<file path="config.mk">
export PLATFORM = sky130hd
export DESIGN_NAME = alu32_seq_unit
export DESIGN_NICKNAME = d
export VERILOG_FILES = /design/src/rtl/alu32_seq_unit.sv
export SDC_FILE = /design/constraint.sdc
export NUM_CORES = 1
export LEC_CHECK = 0
export BUFFER_PORTS_ARGS = -buffer_cell sky130_fd_sc_hd__buf_2
export CORE_MARGIN = 1
export CORE_UTILIZATION = 30
export DETAILED_ROUTE_END_ITERATION = 10
export PLACE_DENSITY = 0.58
export SKIP_CTS_REPAIR_TIMING = 1
export SLEW_MARGIN = 25
export SYNTH_ARGS = -nofsm -noshare
export SYNTH_HDL_FRONTEND = slang
export SYNTH_SLANG_ARGS = --single-unit
</file>
<file path="constraint.sdc">
create_clock -name clk -period 2.5 [get_ports clk]
set_input_delay 0.125 -clock clk [delete_from_list [all_inputs] [get_ports clk]]
set_output_delay 0.125 -clock clk [all_outputs]
set_load 0.02 [all_outputs]
</file>
<file path="src/rtl/alu32_seq_unit.sv">
// alu32_seq_unit: sequenced ALU with valid/ready handshakes and a small result FIFO
//   Optional feature: define ALU32_MUL_EN to make Op 111 an unsigned shift-add
//   multiplier (one operand bit per cycle). Without it, Op 111 returns 0 in one cycle.
//   Ports:
//     clk, rst                   clock, asynchronous active-high reset
//     in_valid/in_ready          request handshake; Op/In1/In2 sampled on accept
//     out_valid/out_ready        result handshake at the FIFO head
//     Out/Zero/Carry             head result, its zero flag, carry / not-borrow
module alu32_seq_unit #(
    parameter int WIDTH      = 32,
    parameter int FIFO_DEPTH = 2
) (
    input  logic             clk,
    input  logic             rst,
    input  logic             in_valid,
    output logic             in_ready,
    input  logic [2:0]       Op,
    input  logic [WIDTH-1:0] In1,
    input  logic [WIDTH-1:0] In2,
    output logic             out_valid,
    input  logic             out_ready,
    output logic [WIDTH-1:0] Out,
    output logic             Zero,
    output logic             Carry
);
    localparam int AW = $clog2(FIFO_DEPTH);

    logic [WIDTH+1:0] mem_q [FIFO_DEPTH];
    logic [AW-1:0]    wr_ptr_q, wr_ptr_d, rd_ptr_q, rd_ptr_d;
    logic [AW:0]      count_q, count_d;
    logic             full, pop, slot, accept, push, idle, is_mul, mul_push;
    logic [WIDTH-1:0] alu_res, mul_res, push_res;
    logic             alu_carry, push_carry;
    logic [WIDTH:0]   sum;

    // Op[0] distinguishes SUB from ADD: invert In2 and inject the +1 as carry-in.
    always_comb begin
        sum       = {1'b0, In1} + {1'b0, Op[0] ? ~In2 : In2} + (WIDTH+1)'(Op[0]);
        alu_res   = '0;
        alu_carry = 1'b0;
        case (Op)
            3'b000:         alu_res = In1 & In2;
            3'b001:         alu_res = In1 | In2;
            3'b010:         alu_res = In1 ^ In2;
            3'b011:         alu_res = ~(In1 | In2);
            3'b100, 3'b101: begin
                alu_res   = sum[WIDTH-1:0];
                alu_carry = sum[WIDTH];
            end
            3'b110:         alu_res = WIDTH'($signed(In1) < $signed(In2));
            default:        alu_res = '0;
        endcase
    end

`ifdef ALU32_MUL_EN
    localparam int IW = $clog2(WIDTH) + 1;

    typedef enum logic {IDLE, BUSY} state_t;

    state_t           state_q, state_d;
    logic [WIDTH-1:0] mcand_q, mcand_d, mplier_q, mplier_d, prod_q, prod_d;
    logic [IW-1:0]    iter_q, iter_d;

    always_ff @(posedge clk or posedge rst) begin
        if (rst) begin
            state_q  <= IDLE;
            mcand_q  <= '0;
            mplier_q <= '0;
            prod_q   <= '0;
            iter_q   <= '0;
        end else begin
            state_q  <= state_d;
            mcand_q  <= mcand_d;
            mplier_q <= mplier_d;
            prod_q   <= prod_d;
            iter_q   <= iter_d;
        end
    end

    // Only the low WIDTH product bits are kept, so the multiplicand may shift out.
    // After the last iteration the product waits in BUSY until the FIFO has room.
    always_comb begin
        state_d  = state_q;
        mcand_d  = mcand_q;
        mplier_d = mplier_q;
        prod_d   = prod_q;
        iter_d   = iter_q;
        mul_push = 1'b0;
        case (state_q)
            IDLE: if (accept && is_mul) begin
                state_d  = BUSY;
                mcand_d  = In1;
                mplier_d = In2;
                prod_d   = '0;
                iter_d   = '0;
            end
            BUSY: if (iter_q == IW'(WIDTH)) begin
                if (slot) begin
                    mul_push = 1'b1;
                    state_d  = IDLE;
                end
            end else begin
                prod_d   = prod_q + (mplier_q[0] ? mcand_q : '0);
                mcand_d  = mcand_q << 1;
                mplier_d = mplier_q >> 1;
                iter_d   = iter_q + IW'(1);
            end
            default: state_d = IDLE;
        endcase
    end

    assign idle    = state_q == IDLE;
    assign is_mul  = Op == 3'b111;
    assign mul_res = prod_q;
`else
    assign idle     = 1'b1;
    assign is_mul   = 1'b0;
    assign mul_push = 1'b0;
    assign mul_res  = '0;
`endif

    assign full       = count_q == (AW+1)'(FIFO_DEPTH);
    assign out_valid  = count_q != '0;
    assign pop        = out_valid & out_ready;
    // A pop in the same cycle frees a slot, so a full FIFO can still accept.
    assign slot       = !full | pop;
    assign in_ready   = !rst & idle & slot;
    assign accept     = in_valid & in_ready;
    assign push       = (accept & !is_mul) | mul_push;
    assign push_res   = mul_push ? mul_res : alu_res;
    assign push_carry = !mul_push & alu_carry;

    always_comb begin
        wr_ptr_d = push ? wr_ptr_q + AW'(1) : wr_ptr_q;
        rd_ptr_d = pop ? rd_ptr_q + AW'(1) : rd_ptr_q;
        count_d  = count_q + (AW+1)'(push) - (AW+1)'(pop);
    end

    always_ff @(posedge clk or posedge rst) begin
        if (rst) begin
            wr_ptr_q <= '0;
            rd_ptr_q <= '0;
            count_q  <= '0;
        end else begin
            wr_ptr_q <= wr_ptr_d;
            rd_ptr_q <= rd_ptr_d;
            count_q  <= count_d;
        end
    end

    // Entries hold {carry, zero, result}; storage needs no reset since count gates it.
    always_ff @(posedge clk) begin
        if (push) mem_q[wr_ptr_q] <= {push_carry, push_res == '0, push_res};
    end

    assign {Carry, Zero, Out} = out_valid ? mem_q[rd_ptr_q] : '0;
endmodule
</file>
-- Word-level counts from Yosys, hierarchy flattened
Memories as Yosys holds them, arrays and structs flattened.
Index checks and enable logic that the tools add are counted.
- $add $sub $neg: 6
- magnitude comparators: 1
- equal/unequal tests: 7
- muxes and demuxes: 6
- bitwise logic cells: 9
- reductions and logical operators: 6
- operators with widths (operator ; number):
    32-bit one-hot mux with 6 select lines ; 1
    32-bit inverter ; 2
    34-bit 2-to-1 mux ; 1
    32-bit by 32-bit adder with 33-bit output ; 1
    33-bit by 1-bit adder with 33-bit output ; 1
    32-bit AND ; 1
    32-bit zero test ; 1
    32-bit < comparator ; 1
    32-bit 2-to-1 mux ; 1
    32-bit OR ; 1
    32-bit XOR ; 1
    3-bit equality test, second input constant ; 3
    3-bit by 2-bit equality test with 1-bit output, second input constant ; 2
    1-bit AND ; 3
    3-bit by 1-bit equality test with 1-bit output, second input constant ; 1
    3-bit zero test ; 1
    1-bit 2-to-1 mux ; 3
    1-bit adder, second input constant ; 2
    2-bit by 1-bit adder with 2-bit output ; 1
    2-bit equality test, second input constant ; 1
    1-bit zero test ; 2
    2-bit nonzero test ; 1
    2-bit OR reduction ; 1
    2-bit by 1-bit subtractor with 2-bit output ; 1
    1-bit OR ; 1
- flip-flop bits (word level): 4
- memory bits (writable): 68
- input bits: 71
- output and inout port bits: 36
- logic and storage cells: 39
- memories kept: 1
- memories (memory ; depth ; bits a word ; read ports ; clocked after memory_dff ; write ports ; line ; RTL):
    mem_q ; 2 ; 34 ; 1 ; 0 ; 1 ; 28 ; logic [WIDTH+1:0] mem_q [FIFO_DEPTH];

-- Longest topological paths before layout
- depth after elaboration: 7
- mapped depth: 18
- mapped depth without buffers: 13

-- Worst setup path after synthesis
Ideal clock, no wire load.
- kind: in2reg
- from: input port Op[0]
- to: memory mem_q[0][32] (netlist name), data pin
- library setup time: 0.203 ns
- data arrival time: 4.884 ns
- required time: 2.297 ns
- setup slack: -2.587 ns
- cell stages on the path: 17
- path through: buf_2 > clkbuf_1 > clkbuf_1 > buf_1 > clkbuf_1 > xor2_1 > fa_1 > a21o_1 > a221o_1 > a21oi_1 > mux2i_1 > nand3_1 > or4_1 > or4b_1 > nor4_1 > nand4_1 > a2111oi_2
- word-level cells in the longest chain between the ends: 5
- ends and longest elaborated chain (item ; line ; RTL):
    start, declared ; 17 ; input logic [2:0] Op,
    32-bit 2-to-1 mux ; 38 ; sum = {1'b0, In1} + {1'b0, Op[0] ? ~In2 : In2} + (WIDTH+1)'(Op[0]);
    32-bit by 32-bit adder with 33-bit output ; 38 ;
    33-bit by 1-bit adder with 33-bit output ; 38 ;
    32-bit one-hot mux with 6 select lines (*) ; 41 ; case (Op)
    named net alu_res[8] ; 32 ; logic [WIDTH-1:0] alu_res, mul_res, push_res;
    32-bit zero test (*) ; 153 ; if (push) mem_q[wr_ptr_q] <= {push_carry, push_res == '0, push_res};
    end, declared ; 28 ;
The timed path passes the listed nets; every way through them passes the cells marked *.

-- Final worst setup path
Ends and elaborated chain as after synthesis.

==> impl_metrics.env <==
export IMPL_status="complete, but fails checks"
export IMPL_failed_checks="DRC, setup timing"
export IMPL_insertion_delay_ns=0.33
export IMPL_seq_area_um2=2140
export IMPL_synthTopCellsByArea="edfxtp_1, ha_1, mux2i_1"
export IMPL_min_path_type="in2reg"
export IMPL_pwr_share_comb=0.573
export IMPL_synth_seq_cells=72
export IMPL_p_int_uw=4340
export IMPL_synthFlopType="edfxtp_1"
export IMPL_achievable_frequency_ghz=0.283
export IMPL_cts_reportedPaths_clkPinSlew_ns=0.05
export IMPL_drv_cap=0
export IMPL_utilization=0.472
export IMPL_cts_root_buf="clkbuf_16"
export IMPL_row_count=59
export IMPL_coreArea_um2=26300
export IMPL_grt_ovfl_total=0
export IMPL_rsz0062_at_grt="true"
export IMPL_viasPerCell=4.80
export IMPL_path_max_fanout=7
export IMPL_p_seq_frac=0.235
export IMPL_postSynthAreaPerCell_um2=8.97
export IMPL_power_switching_uw=2760
export IMPL_maxSlewViolCount=0
export IMPL_fin_ws_ns=-1.03
export IMPL_synthCells=902
export IMPL_ios=107
export IMPL_powerDensity_nw_per_um2=572
export IMPL_cts_made_buffers=9
export IMPL_drt_wirelength_per_cell_um=15.3
export IMPL_drt_iter0_drc=361
export IMPL_antenna_found_initial=0
export IMPL_ir_drop_mv=0.350
export IMPL_grt_pass1_vias=7648
export IMPL_period_minus_slack_ns=3.53
export IMPL_hold_slack_ns=0.154
export IMPL_synth_most_common_cell="ha_1"
export IMPL_synth_area_leader_cell="edfxtp_1"
export IMPL_finalHoldViolations=0
export IMPL_n_antenna_cell=0
export IMPL_grt_pass1_wl_um=38500
export IMPL_crit_type="in2reg"
export IMPL_period_share=1.41
export IMPL_htreeDepth=3
export IMPL_cts_sinks=72
export IMPL_end_kind="flip-flop"
export IMPL_synth_top_area_frac=0.252
export IMPL_clockPowerShare=0.192
export IMPL_multi_input_area_um2=6090
export IMPL_grt_usage=0.172
export IMPL_drive_above_1_share=0.425
export IMPL_synth_seq_area_share=0.265
export IMPL_synth_edf_count=68
export IMPL_synthesis_area_um2=8090
export IMPL_hpwl_um=20100
export IMPL_num_nets_final=1494
export IMPL_final_cell_count_no_fill=1633
export IMPL_fp_dieW_um=166
export IMPL_start_util=0.308
export IMPL_gp_congestion=0.891
export IMPL_relSlewSlack=0.598
export IMPL_worstMarginPinSlew_ns=0.597
export IMPL_synth_net_count=1103
export IMPL_die_h_um=166
export IMPL_arrival_ns=3.67
export IMPL_drc=8
export IMPL_clk_path_buf_depth=2
export IMPL_ant_nets=0
export IMPL_swShare=0.389
export IMPL_required_ns=2.63
export IMPL_fillers=2511
export IMPL_drt_pass1_iter_count=8
export IMPL_die_area_um2=27600
export IMPL_ys_warn_count=0
export IMPL_dp_cells=1592
export IMPL_synthToLayoutAreaGrowth_pct=53.3
export IMPL_grt_max_degree=35
export IMPL_start_kind="primary input"
export IMPL_vias=7835
export IMPL_synthArstFlopShare=0.0556
export IMPL_r2r_slack_ns=0.79
export IMPL_power_leakage_uw=0.00604
export IMPL_cts_tree="built"
export IMPL_io_buffers=106
export IMPL_yosys_top_cells_count="ha_1, inv_1, nor2_1"
export IMPL_finalWirelength_um=24900
export IMPL_setup_viol_count_final=38
export IMPL_fin_skew_ns=0.00417
export IMPL_ys_types=64
## worst max-delay path: stages
cell and delay (ns):
buf_12 0.12, buf_12 0.14, xor2_1 0.14, ha_1 0.31
a21o_1 0.23, a221o_1 0.37, xnor2_2 0.16, o22ai_2 0.10
or2_4 0.23, or4_4 0.50, or4b_4 0.51, nor4_4 0.23
nand4_1 0.18, a2111oi_4 0.32
## cell usage in the layout, fill, tap and decap left out, types with 4 or more instances in the layout
cell type and n:
a21o_1 7, xnor2_2 5, inv_1 93, clkbuf_16 10, buf_12 4, mux2i_2 4, xor2_1 44, and3_1 6
nor2_1 72, a211oi_1 5, o21ai_1 7, nand2_1 45, or3_1 5, or2_4 4, nor4_1 5, o21ai_0 17
nand4_1 8, nand3_1 8, inv_2 5, mux2i_1 67, a32o_2 4, buf_4 289, ha_1 128, a21oi_1 42
a21oi_2 12, xnor2_1 36, buf_2 103, o211ai_1 15, nor3_1 10, buf_6 19, o31a_1 5, edfxtp_1 68
nor2_2 5, nor2b_1 6, o21ai_2 9
## power groups by stage
stage / Clock, µW / Sequential, µW / Combinational (µW)
2_1_floorplan: 0 / 1620 / 2210
3_3_place_gp: 0 / 1690 / 3640
3_5_place_dp: 0 / 1700 / 3670
4_1_cts: 1390 / 1680 / 3690
5_1_grt: 1440 / 1690 / 4420
6_report: 1360 / 1670 / 4070
## sequential cells by signal (all words and copies together) (netlist names)
| signal | cells |
|---|---|
| count_q | 2 |
| mem_q | 68 |
| rd_ptr_q | 1 |
| wr_ptr_q | 1 |
## final cells by class
cell class | count | area share
Clock buffer | 13 | 0.0210
Clock inverter | 3 | 0.00524
Inverter | 99 | 0.0300
Multi-Input combinational cell | 691 | 0.491
Sequential cell | 72 | 0.173
Tap cell | 335 | 0.0338
Timing Repair Buffer | 420 | 0.247
## path summary, 6_finish.rpt
| check | from | to | cells past startpoint |
|---|---|---|---|
| max | Op[0] | mem_q[0][32] | 14 |
| min | in_valid | wr_ptr_q | 3 |
| max reg2reg | count_q[0] | mem_q[0][9] | 5 |
| min reg2reg | wr_ptr_q | wr_ptr_q | 1 |
| max in group asynchronous | rst | rd_ptr_q | 3 |
| min in group asynchronous | rst | count_q[0] | 3 |
## layer usage
layer | routed length, µm | vias up | track usage
li1 | - | 3969 | -
met1 | 11600 | 3692 | 0.235
met2 | 11800 | 145 | 0.286
met3 | 1100 | 29 | 0.0236
met4 | 407 | 0 | 0.0423
met5 | 0 | - | 0
## stage by stage
step                      power, µW  setup TNS [ns]  worst slack (ns)  instance area (µm²)
after floorplan                3830          -29.56             -1.60                 8300
after global placement         5330          -32.47             -1.37                11200
after detailed placement       5370          -33.42             -1.45                11200
after CTS                      6750          -17.11             -1.11                11500
after global routing           7550          -14.89             -1.13                12400
final                          7100          -11.63             -1.03                12400
## kinds of logic after synthesis
group | count (synthesis) | share of synthesized area
multiplexers | 75 | 0.0931
adder cells (fa/ha/maj) | 130 | 0.202
buffers and inverters | 139 | 0.0687
flip-flops | 72 | 0.265
AO/OA/AOI/OAI | 189 | 0.155
XOR/XNOR | 88 | 0.0953
AND/OR/NAND/NOR | 209 | 0.121
Power figures use the tool's default switching activity.
